==> src/rtl/uart_rx_ext_if.sv <==
// Receive holding-register handshake between uart_rx_ext (master) and the
// external-communication bus slave that consumes bytes.
interface uart_rx_ext_if #(
  parameter int unsigned DATA_WIDTH = 8
);
  logic [DATA_WIDTH-1:0] rx_data;
  logic                  rx_valid;
  logic                  rx_ack;

  modport master (output rx_data, output rx_valid, input rx_ack);
  modport slave  (input rx_data, input rx_valid, output rx_ack);
endinterface

==> src/rtl/uart_rx_ext.sv <==
// 8N1 serial receiver for the external COM link: oversampled deframing into a
// one-entry holding register with valid/ack handshake and LED-visible state.
module uart_rx_ext #(
  parameter int unsigned DATA_WIDTH  = 8,
  parameter int unsigned OVERSAMPLE  = 16,
  parameter int unsigned SYNC_STAGES = 2
) (
  input  logic          clk,
  input  logic          reset,
  input  logic          tick,
  input  logic          ext_data_in,
  uart_rx_ext_if.master rx,
  output logic          rx_busy,
  output logic          frame_error,
  output logic          overrun,
  output logic [2:0]    state_rx
);

  localparam int unsigned TICK_W = $clog2(OVERSAMPLE);
  localparam int unsigned BIT_W  = $clog2(DATA_WIDTH + 1);
  localparam logic [TICK_W-1:0] HALF_LAST = TICK_W'(OVERSAMPLE / 2 - 1);
  localparam logic [TICK_W-1:0] FULL_LAST = TICK_W'(OVERSAMPLE - 1);
  localparam logic [BIT_W-1:0]  LAST_BIT  = BIT_W'(DATA_WIDTH - 1);

  typedef enum logic [2:0] {
    IDLE  = 3'd0,
    START = 3'd1,
    DATA  = 3'd2,
    STOP  = 3'd3,
    BREAK = 3'd4
  } state_t;

  state_t                  state;
  logic [SYNC_STAGES-1:0]  sync_q;
  logic [TICK_W-1:0]       tick_cnt;
  logic [BIT_W-1:0]        bit_cnt;
  logic [DATA_WIDTH-1:0]   shift;
  logic                    line;
  logic                    half_pt;
  logic                    full_pt;
  logic                    load;

  assign line     = sync_q[SYNC_STAGES-1];
  assign half_pt  = tick && (tick_cnt == HALF_LAST);
  assign full_pt  = tick && (tick_cnt == FULL_LAST);
  assign load     = (state == STOP) && full_pt && line;
  assign rx_busy  = (state != IDLE);
  assign state_rx = state;

  // Synchroniser, deframing FSM and holding register.
  always_ff @(posedge clk) begin
    if (reset) begin
      sync_q      <= '1;
      state       <= IDLE;
      tick_cnt    <= '0;
      bit_cnt     <= '0;
      shift       <= '0;
      frame_error <= 1'b0;
      overrun     <= 1'b0;
      rx.rx_data  <= '0;
      rx.rx_valid <= 1'b0;
    end else begin
      sync_q      <= {sync_q[SYNC_STAGES-2:0], ext_data_in};
      frame_error <= 1'b0;

      case (state)
        IDLE: begin
          if (!line) begin
            state    <= START;
            tick_cnt <= '0;
          end
        end
        START: begin
          if (half_pt) begin
            tick_cnt <= '0;
            bit_cnt  <= '0;
            state    <= line ? IDLE : DATA;
          end else if (tick) begin
            tick_cnt <= tick_cnt + TICK_W'(1);
          end
        end
        DATA: begin
          if (full_pt) begin
            shift    <= {line, shift[DATA_WIDTH-1:1]};
            tick_cnt <= '0;
            bit_cnt  <= bit_cnt + BIT_W'(1);
            if (bit_cnt == LAST_BIT) state <= STOP;
          end else if (tick) begin
            tick_cnt <= tick_cnt + TICK_W'(1);
          end
        end
        STOP: begin
          if (full_pt) begin
            tick_cnt <= '0;
            if (line) begin
              state <= IDLE;
            end else begin
              frame_error <= 1'b1;
              state       <= BREAK;
            end
          end else if (tick) begin
            tick_cnt <= tick_cnt + TICK_W'(1);
          end
        end
        BREAK: begin
          // Wait out the low level; a new start needs a fresh falling edge.
          if (line) state <= IDLE;
        end
        default: state <= IDLE;
      endcase

      // A load in the ack cycle keeps valid set: the new byte is still unread.
      if (load) begin
        rx.rx_data  <= shift;
        rx.rx_valid <= 1'b1;
      end else if (rx.rx_ack && rx.rx_valid) begin
        rx.rx_valid <= 1'b0;
      end

      if (load && rx.rx_valid && !rx.rx_ack) begin
        overrun <= 1'b1;
      end else if (rx.rx_ack) begin
        overrun <= 1'b0;
      end
    end
  end

endmodule

==> src/flat_wrapper.sv <==
// flat-port wrapper written by rule: the top's interface ports become plain ports
module uart_rx_ext_flat 
#(
  parameter int unsigned DATA_WIDTH  = 8,
  parameter int unsigned OVERSAMPLE  = 16,
  parameter int unsigned SYNC_STAGES = 2
)
  (clk, reset, tick, ext_data_in, rx_busy, frame_error, overrun, state_rx, rx_rx_data, rx_rx_valid, rx_rx_ack);
  uart_rx_ext_if #(.DATA_WIDTH(DATA_WIDTH)) rx_i ();
  input  logic clk;
  input  logic reset;
  input  logic tick;
  input  logic ext_data_in;
  output logic rx_busy;
  output logic frame_error;
  output logic overrun;
  output logic [2:0] state_rx;
  output wire logic [$bits(rx_i.rx_data)-1:0] rx_rx_data;
  output wire logic [$bits(rx_i.rx_valid)-1:0] rx_rx_valid;
  input wire logic [$bits(rx_i.rx_ack)-1:0] rx_rx_ack;
  assign rx_rx_data = rx_i.rx_data;
  assign rx_rx_valid = rx_i.rx_valid;
  assign rx_i.rx_ack = rx_rx_ack;
  uart_rx_ext #(.DATA_WIDTH(DATA_WIDTH), .OVERSAMPLE(OVERSAMPLE), .SYNC_STAGES(SYNC_STAGES)) u_core (.clk(clk), .reset(reset), .tick(tick), .ext_data_in(ext_data_in), .rx(rx_i), .rx_busy(rx_busy), .frame_error(frame_error), .overrun(overrun), .state_rx(state_rx));
endmodule
==> config.mk <==
export PLATFORM = sky130hd
export DESIGN_NAME = uart_rx_ext_flat
export DESIGN_NICKNAME = d
export VERILOG_FILES = /design/src/rtl/uart_rx_ext_if.sv /design/src/rtl/uart_rx_ext.sv /design/src/flat_wrapper.sv
export SDC_FILE = /design/constraint.sdc
export NUM_CORES = 1
export LEC_CHECK = 0
export ABC_AREA = 1
export ABC_CLOCK_PERIOD_IN_PS = 1600
export CORE_UTILIZATION = 45
export CTS_BUF_LIST = sky130_fd_sc_hd__clkbuf_8
export CTS_CLUSTER_SIZE = 8
export DETAILED_ROUTE_END_ITERATION = 10
export GPL_TIMING_DRIVEN = 0
export PLACE_DENSITY = 0.68
export SLEW_MARGIN = 10
export SYNTH_ARGS = -nofsm -noshare
export SYNTH_HDL_FRONTEND = slang
export SYNTH_SLANG_ARGS = --single-unit
==> constraint.sdc <==
create_clock -name clk -period 1.6 [get_ports clk]
set_input_delay 0.32 -clock clk [delete_from_list [all_inputs] [get_ports clk]]
set_output_delay 0.32 -clock clk [all_outputs]
set_load 0.1 [all_outputs]
==> results.md, run 1 <==
- Finished Cell Area: 1810 um^2
- Largest net degree at the start of global routing: 11
- FF/Latch Area: 652 um^2
- Syn_area_per_cell: 7.03 um^2
- Reg-to-reg setup timing slack: approximately 130 ps
- Final hold slack: 415 ps
- H-tree levels: 2
- Tcrit/Tclk final: a little over nine tenths
- ANT nets after route: 0
- DR iter-0 viols: 69
- Final count of hold timing violations: 0
- CTS tree: done
- Setup violations, final: 0
- Commonest non-fill, non-tap cell in the layout: nand2_1
- GRT Resource Usage Total: 20.4%
- Final nets: approximately 240
- Root buf cell: clkbuf_8
- # diodes: 0
- WP data arrival: 1240 ps
- Req. time, crit path: about 1300 ps
- Clock Sinks: 32
- Via count: between 1000 and 1500
- Min-Delay Path Class: reg -> reg
- Clk_skew: between 3 and 4 ps
- Violated checks: DRC
- Critical-path top delay cell: clkdlybuf4s15_2
- Full die area: 3370 um^2
- Maxcap violations: 0
- Period minus WS final: 1560 ps
- Worst Slack Setup Final: between 40 and 50 ps
- Vias in the first global route: roughly 1200
- Fmax achieved: 0.643 GHz
- Multi-input gate area in the final layout: 692 um^2
- Peak VDD IR: 0.704 mV
- Mapped cell area: 1410 um^2
- Worst-Margin Slew: 556 ps
- Synth Net Count: approximately 210
- Clock Latency Late Sink: between 200 and 300 ps
- Num CTS Buffers: 5
- Die Wd: between 50 and 60 um
- Critical Path Max Stage Delay: 560 ps
- Num rows: 19
- Delay-heaviest family, CP: buffers and inverters
- Die height: 58.0 um
- I/O pin total: 20
- 1st-pass router iterations: 7
- Core area: 2850 um^2
- Crit start category: flop
- Setup slack after placement: -382 ps
- Starting Density: 49.5%
- Status: finished, violations left
- Share of cells above drive strength 1: between 10% and 20%
- Synthesis-to-finish area growth: 28.1%
- Dpl cells: 250
- Vias per cell: 5.00
- WL per Instance: 11.6 um
- Gpl congestion: 0.826
- Max Root-Sink Buffers: 2
- Pwr dens: 1500 nW/um^2
- Yosys cell types: 25
- First-pass GRT wire length: between 5000 and 6000 um
- Initial antenna violation count: 0
- Critical Path End Type: output port
- Cell Area, Placed: 1650 um^2
- Worst-path maximum fanout: 7
- Final WL: approximately 3000 um
- Most frequent cells in the layout: nand2_1 (48), nor2_1 (32), dfxtp_1 (29)
- IO buf count: 18
- Flops & latches, synth: 32
- Crit-path cells: clkdlybuf4s15_2
- Yosys warnings: 0
- Max-slew violations: 0
- Leak Pwr: ~0.78 nW
- CP Class: reg -> out
- Non-Filler Instances: roughly 260
- WP buf/inv: 1
- DRC viols: 1
- Remaining Overflow, GRT: 0
- Register clock-pin slew on the reported worst setup and hold paths: approximately 70 ps
- RSZ-0062 raised after global routing: no
- Synth Instances: ~200
- Fillers: 262
- Slew headroom: 63.1%
- DP Wirelength: between 2000 and 2500 um
- Sequential fraction of the synthesis area: 45.3%
## cell usage after synthesis
| cell | number | share of area [%] |
|---|---|---|
| nand2_1 | 50 | 13 |
| nor2_1 | 35 | 9.3 |
| dfxtp_1 | 32 | 45 |
| inv_1 | 21 | 5.6 |
| a21oi_1 | 17 | 6.0 |
| nand3_1 | 12 | 4.3 |
| o21ai_0 | 9 | 3.2 |
| clkbuf_1 | 3 | 0.80 |
| ha_1 | 2 | 1.8 |
| nand3b_1 | 2 | 1.1 |
| nor3_1 | 2 | 0.71 |
| or2_2 | 2 | 0.89 |
| xor2_1 | 2 | 1.2 |
| a211oi_1 | 1 | 0.53 |
| a31oi_1 | 1 | 0.44 |
| buf_2 | 1 | 0.35 |
| inv_2 | 1 | 0.27 |
| nand2_2 | 1 | 0.44 |
| nand3_2 | 1 | 0.71 |
| nand4_1 | 1 | 0.44 |
| nor2_2 | 1 | 0.44 |
| nor2_4 | 1 | 0.80 |
| nor3_4 | 1 | 1.2 |
| nor4_1 | 1 | 0.44 |
| o21a_1 | 1 | 0.53 |
## metal layers
metal | up-vias | GRT usage (%) | share of wire, % | wire length, um
li1 | 695 | - | - | -
met1 | 588 | 26.1 | 46 | 1390
met2 | 24 | 32.3 | 49 | 1480
met3 | 4 | 6.03 | 4.4 | 132
met4 | 0 | 8.16 | 0.89 | 27
met5 | - | 0 | 0 | 0
## timing repair
item	CTS	global route
gates cloned	0	1
setup endpoints to repair	24	28
endpoints found under the hold margin	0	0
pin swaps	1	2
gates resized for setup	45	9
setup buffers	2	1
hold buffers	0	0
## stage by stage
| step | utilization, % | setup TNS (ps) | power, mW |
|---|---|---|---|
| 2_1_floorplan | - | 0 | 1.72 |
| 3_3_place_gp | 57.7 | -8980 | 1.91 |
| 3_5_place_dp | 57.7 | -9730 | 1.92 |
| 4_1_cts | 62.6 | -193 | 2.66 |
| 5_1_grt | 63.4 | 0 | 2.88 |
| 6_report | 63.4 | 0 | 2.72 |
## where the power goes
group          internal (mW)  total, mW  switching, mW  leakage [nW]
Sequential             0.848      0.909         0.0610         0.261
Clock                  0.455      0.747          0.292        0.0593
Combinational          0.276       1.06          0.783         0.462
Total                   1.58       2.72           1.14         0.782
## flip-flops by register name, indices dropped and copies added, names as in the netlist
| signal | cells |
|---|---|
| u_core.rx.rx_valid | 1 |
| u_core.rx.rx_data | 8 |
| u_core.frame_error | 1 |
| u_core.shift | 8 |
| u_core.tick_cnt | 4 |
| u_core.bit_cnt | 4 |
| u_core.state_rx | 3 |
| u_core.sync_q | 2 |
| u_core.overrun | 1 |
## cells by family after synthesis
family | Yosys count | share of synthesized area [%]
AND/OR/NAND/NOR | 110 | 33.9
flip-flops | 32 | 45.3
AO/OA/AOI/OAI | 29 | 10.7
buffers and inverters | 26 | 7.00
XOR/XNOR | 2 | 1.24
adder cells (fa/ha/maj) | 2 | 1.77
## final cells by class
type	count	area share, %
clock inverters	3	2.14
repair buffers	21	12.0
well taps	31	2.14
multi-input cells	144	38.2
plain buffers	4	1.04
inverters	22	4.56
clock buffers	5	3.80
flip-flops and latches	32	36.0
## path summary, 6_finish.rpt
check / end / cells past startpoint / startpoint
min: u_core.sync_q[1] / 1 / u_core.sync_q[0]
min reg2reg: u_core.sync_q[1] / 1 / u_core.sync_q[0]
max: state_rx[1] / 1 / u_core.state_rx[1]
max reg2reg: u_core.tick_cnt[2] / 8 / u_core.tick_cnt[0]
(Power assumes the default switching activity.)
==> inputs of run 2 (changes only) <==
--- a/config.mk
+++ b/config.mk
@@ -7,11 +7,12 @@
 export LEC_CHECK = 0
 export ABC_AREA = 1
 export ABC_CLOCK_PERIOD_IN_PS = 1600
+export CORE_MARGIN = 2
 export CORE_UTILIZATION = 45
 export CTS_BUF_LIST = sky130_fd_sc_hd__clkbuf_8
 export CTS_CLUSTER_SIZE = 8
 export DETAILED_ROUTE_END_ITERATION = 10
-export GPL_TIMING_DRIVEN = 0
+export GPL_TIMING_DRIVEN = 1
 export PLACE_DENSITY = 0.68
 export SLEW_MARGIN = 10
 export SYNTH_ARGS = -nofsm -noshare
==> run 2 against run 1 <==
  * The flow now finishes without violations
  * Sequential share of layout area down 3.5 points
  * Global-route usage grew 1.0 points
  * Count of clock-buffer cells in the layout is 1 higher
  * Combinational power grew 18%
  * Sequential cell count unchanged
  * Design area is 11% higher
  * Hold slack better by 6.6 ps
  * Clock skew rose by 3.7 ps
  * Critical endpoint is now u_core.overrun
  * Fmax increased by 6.1%
  * Wire length increased by 7.5%
  * Die area up 7.0%
==> results.md, run 2 (synthesized netlist as in run 1, its figures left out) <==
- Synthesis-to-finish area growth: 42.2%
- Total power: 2.78 mW (+2.5%)
- Final WL: 3260 um (+7.5%)
- Status: finished clean
- Vias in the first global route: 1330 (+9.4%)
- WL per Instance: 11.6 um (+0.61%)
- Maxcap violations: 0 (unchanged)
- Dpl cells: 271 (+8.4%)
- Max-slew violations: 0 (unchanged)
- Most frequent cells in the layout: nand2_1 (48), nor2_1 (33), dfxtp_1 (27)
- I/O pin total: 20 (unchanged)
- Final hold slack: 422 ps (+6.64 ps)
- Pwr dens: 1390 nW/um^2 (-7.7%)
- Remaining Overflow, GRT: 0 (unchanged)
- Worst reg2reg path depth: 8 (unchanged)
- CTS tree: done
- Starting Density: 46.7% (-2.9 points)
- Tcrit/Tclk final: 91.7% (-5.6 points)
- Via count: 1389 (+5.9%)
- Reg2reg start: u_core.tick_cnt[0]
- Share of cells above drive strength 1: 21.6% (+3.0 points)
- Clock Sinks: 32 (unchanged)
- Worst-Margin Slew: 364 ps (-192 ps)
- Gpl congestion: 0.860 (+4.1%)
- Period minus WS final: 1470 ps (-88.8 ps)
- Final nets: 242 (+2.1%)
- DR iter-0 viols: 94 (+36%)
- Root buf cell: clkbuf_8
- H-tree levels: 2 (unchanged)
- DRC viols: 0 (-1)
- Slew headroom: 75.7% (+13 points)
- Vias per cell: 4.96 (-0.86%)
- 1st-pass router iterations: 4 (-3)
- Critical Path End Type: flop
- Setup slack after placement: -240 ps (+142 ps)
- Crit start category: flop
- Max Root-Sink Buffers: 2 (unchanged)
- Final count of hold timing violations: 0 (unchanged)
- Num rows: 20 (+1)
- CP Class: reg -> reg
- GRT Resource Usage Total: 21.4% (+1.0 points)
- Num CTS Buffers: 5 (unchanged)
- Peak VDD IR: 0.822 mV (+17%)
- Die height: 60.0 um (+3.4%)
- Commonest non-fill, non-tap cell in the layout: nand2_1
- Worst Slack Setup Final: 133 ps (+88.8 ps)
- IO buf count: 19 (+1)
- Die Wd: 60.0 um (+3.4%)
- Leak Pwr: 0.891 nW (+14%)
- WP data arrival: 1660 ps (+420 ps)
- Full die area: 3600 um^2 (+7.0%)
- Worst r2r dst: u_core.overrun
- Clock Latency Late Sink: 280 ps (about the same)
- Post-route core utilization: 66.4% (+2.9 points)
- Reg-to-reg setup timing slack: 130 ps (about the same)
- Clk_skew: 6.78 ps (+3.74 ps)
- Setup violations, final: 0 (unchanged)
- Worst-path maximum fanout: 4 (-3)
- Min-Delay Path Class: reg -> reg
- DP Wirelength: 2340 um (+11%)
- Fmax achieved: 0.682 GHz (+6.1%)
- HP Start: u_core.sync_q[0]
- ANT nets after route: 0 (unchanged)
- Largest net degree at the start of global routing: 14 (+3)
- # diodes: 0 (unchanged)
- Register clock-pin slew on the reported worst setup and hold paths: 70 ps (about the same)
- First-pass GRT wire length: 5740 um (+11%)
- Req. time, crit path: 1790 ps (+510 ps)
- Non-Filler Instances: 280 (+6.9%)
- Hold path cells: 1 (unchanged)
- Initial antenna violation count: 0 (unchanged)
- Biggest regs: u_core.rx.rx_data x8, u_core.shift x8
- Core area: 3030 um^2 (+6.1%)
- Hold endpoint: u_core.sync_q[1]
- RSZ-0062 raised after global routing: no
run 2: changes by cell type in the layout (fill, tap and decap cells not counted), moves of 2 or more:
cell	delta
clkbuf_1	-3
buf_6	+2
buf_12	+15
buf_4	+6
nor2_2	-2
dfxtp_2	+2
clkdlybuf4s15_2	-14
dfxtp_1	-2
run 2: worst max path at each step:
| stage | startpoint | endpoint | cells after the start |
|---|---|---|---|
| 2_1_floorplan | u_core.state_rx[2] | u_core.rx.rx_data[0] | 6 |
| 3_3_place_gp | tick | u_core.rx.rx_data[5] | 8 |
| 3_5_place_dp | tick | u_core.overrun | 8 |
| 4_1_cts | u_core.tick_cnt[1] | u_core.overrun | 8 |
| 5_1_grt | u_core.tick_cnt[0] | u_core.rx.rx_data[2] | 9 |
| 6_report | u_core.tick_cnt[0] | u_core.overrun | 8 |
run 2: report_power, final:
group	switching [mW]	internal [mW]	leakage (nW)	total, mW
Combinational	0.814	0.438	0.575	1.25
Sequential	0.0710	0.851	0.262	0.922
Clock	0.274	0.337	0.0538	0.611
Total	1.16	1.63	0.891	2.78
run 2: timing repair:
action | 4_1_cts | 5_1_grt
buffers inserted | 0 | 1
endpoints found under the setup margin | 0 | 25
gates resized for setup | 0 | 9
hold buffers | 0 | 0
run 2: cell type report:
type                    instances  area [um^2]
clock buffers                   6         82.6
multi-input cells             143          687
fillers                       256         1020
inverters                      22         82.6
repair buffers                 31          440
clock inverters                 2         7.51
well taps                      44         55.1
flip-flops and latches         32          654
run 2: layer usage:
| metal | wire (um) | track usage (%) | vias to the layer above |
|---|---|---|---|
| met5 | 0 | 0 | - |
| met4 | 68 | 8.89 | 0 |
| met2 | 1660 | 35.6 | 42 |
| li1 | - | - | 708 |
| met1 | 1340 | 24.9 | 628 |
| met3 | 193 | 7.58 | 11 |
run 2: critical path: stages (launching register included):
cell	delay [ps]
dfxtp_2	330
ha_1	160
nand2_1	90
inv_1	80
nand2_2	90
nor3_4	210
buf_4	150
a21oi_1	50
nor3_1	220
run 2: through the flow:
stage	setup TNS (ps)	area (um^2)
after floorplan	0	1430
after global placement	-2790	1890
after detailed placement	-3750	1890
after CTS	0	1980
after global routing	0	2010
final	0	2010
==> inputs of run 3 (changes only) <==
--- a/config.mk
+++ b/config.mk
@@ -12,9 +12,9 @@
 export CTS_BUF_LIST = sky130_fd_sc_hd__clkbuf_8
 export CTS_CLUSTER_SIZE = 8
 export DETAILED_ROUTE_END_ITERATION = 10
+export GPL_ROUTABILITY_DRIVEN = 1
 export GPL_TIMING_DRIVEN = 1
 export PLACE_DENSITY = 0.68
-export SLEW_MARGIN = 10
 export SYNTH_ARGS = -nofsm -noshare
 export SYNTH_HDL_FRONTEND = slang
 export SYNTH_SLANG_ARGS = --single-unit
==> results of run 3 <==
Final layout, timing and power as in run 2 (identical DEF).
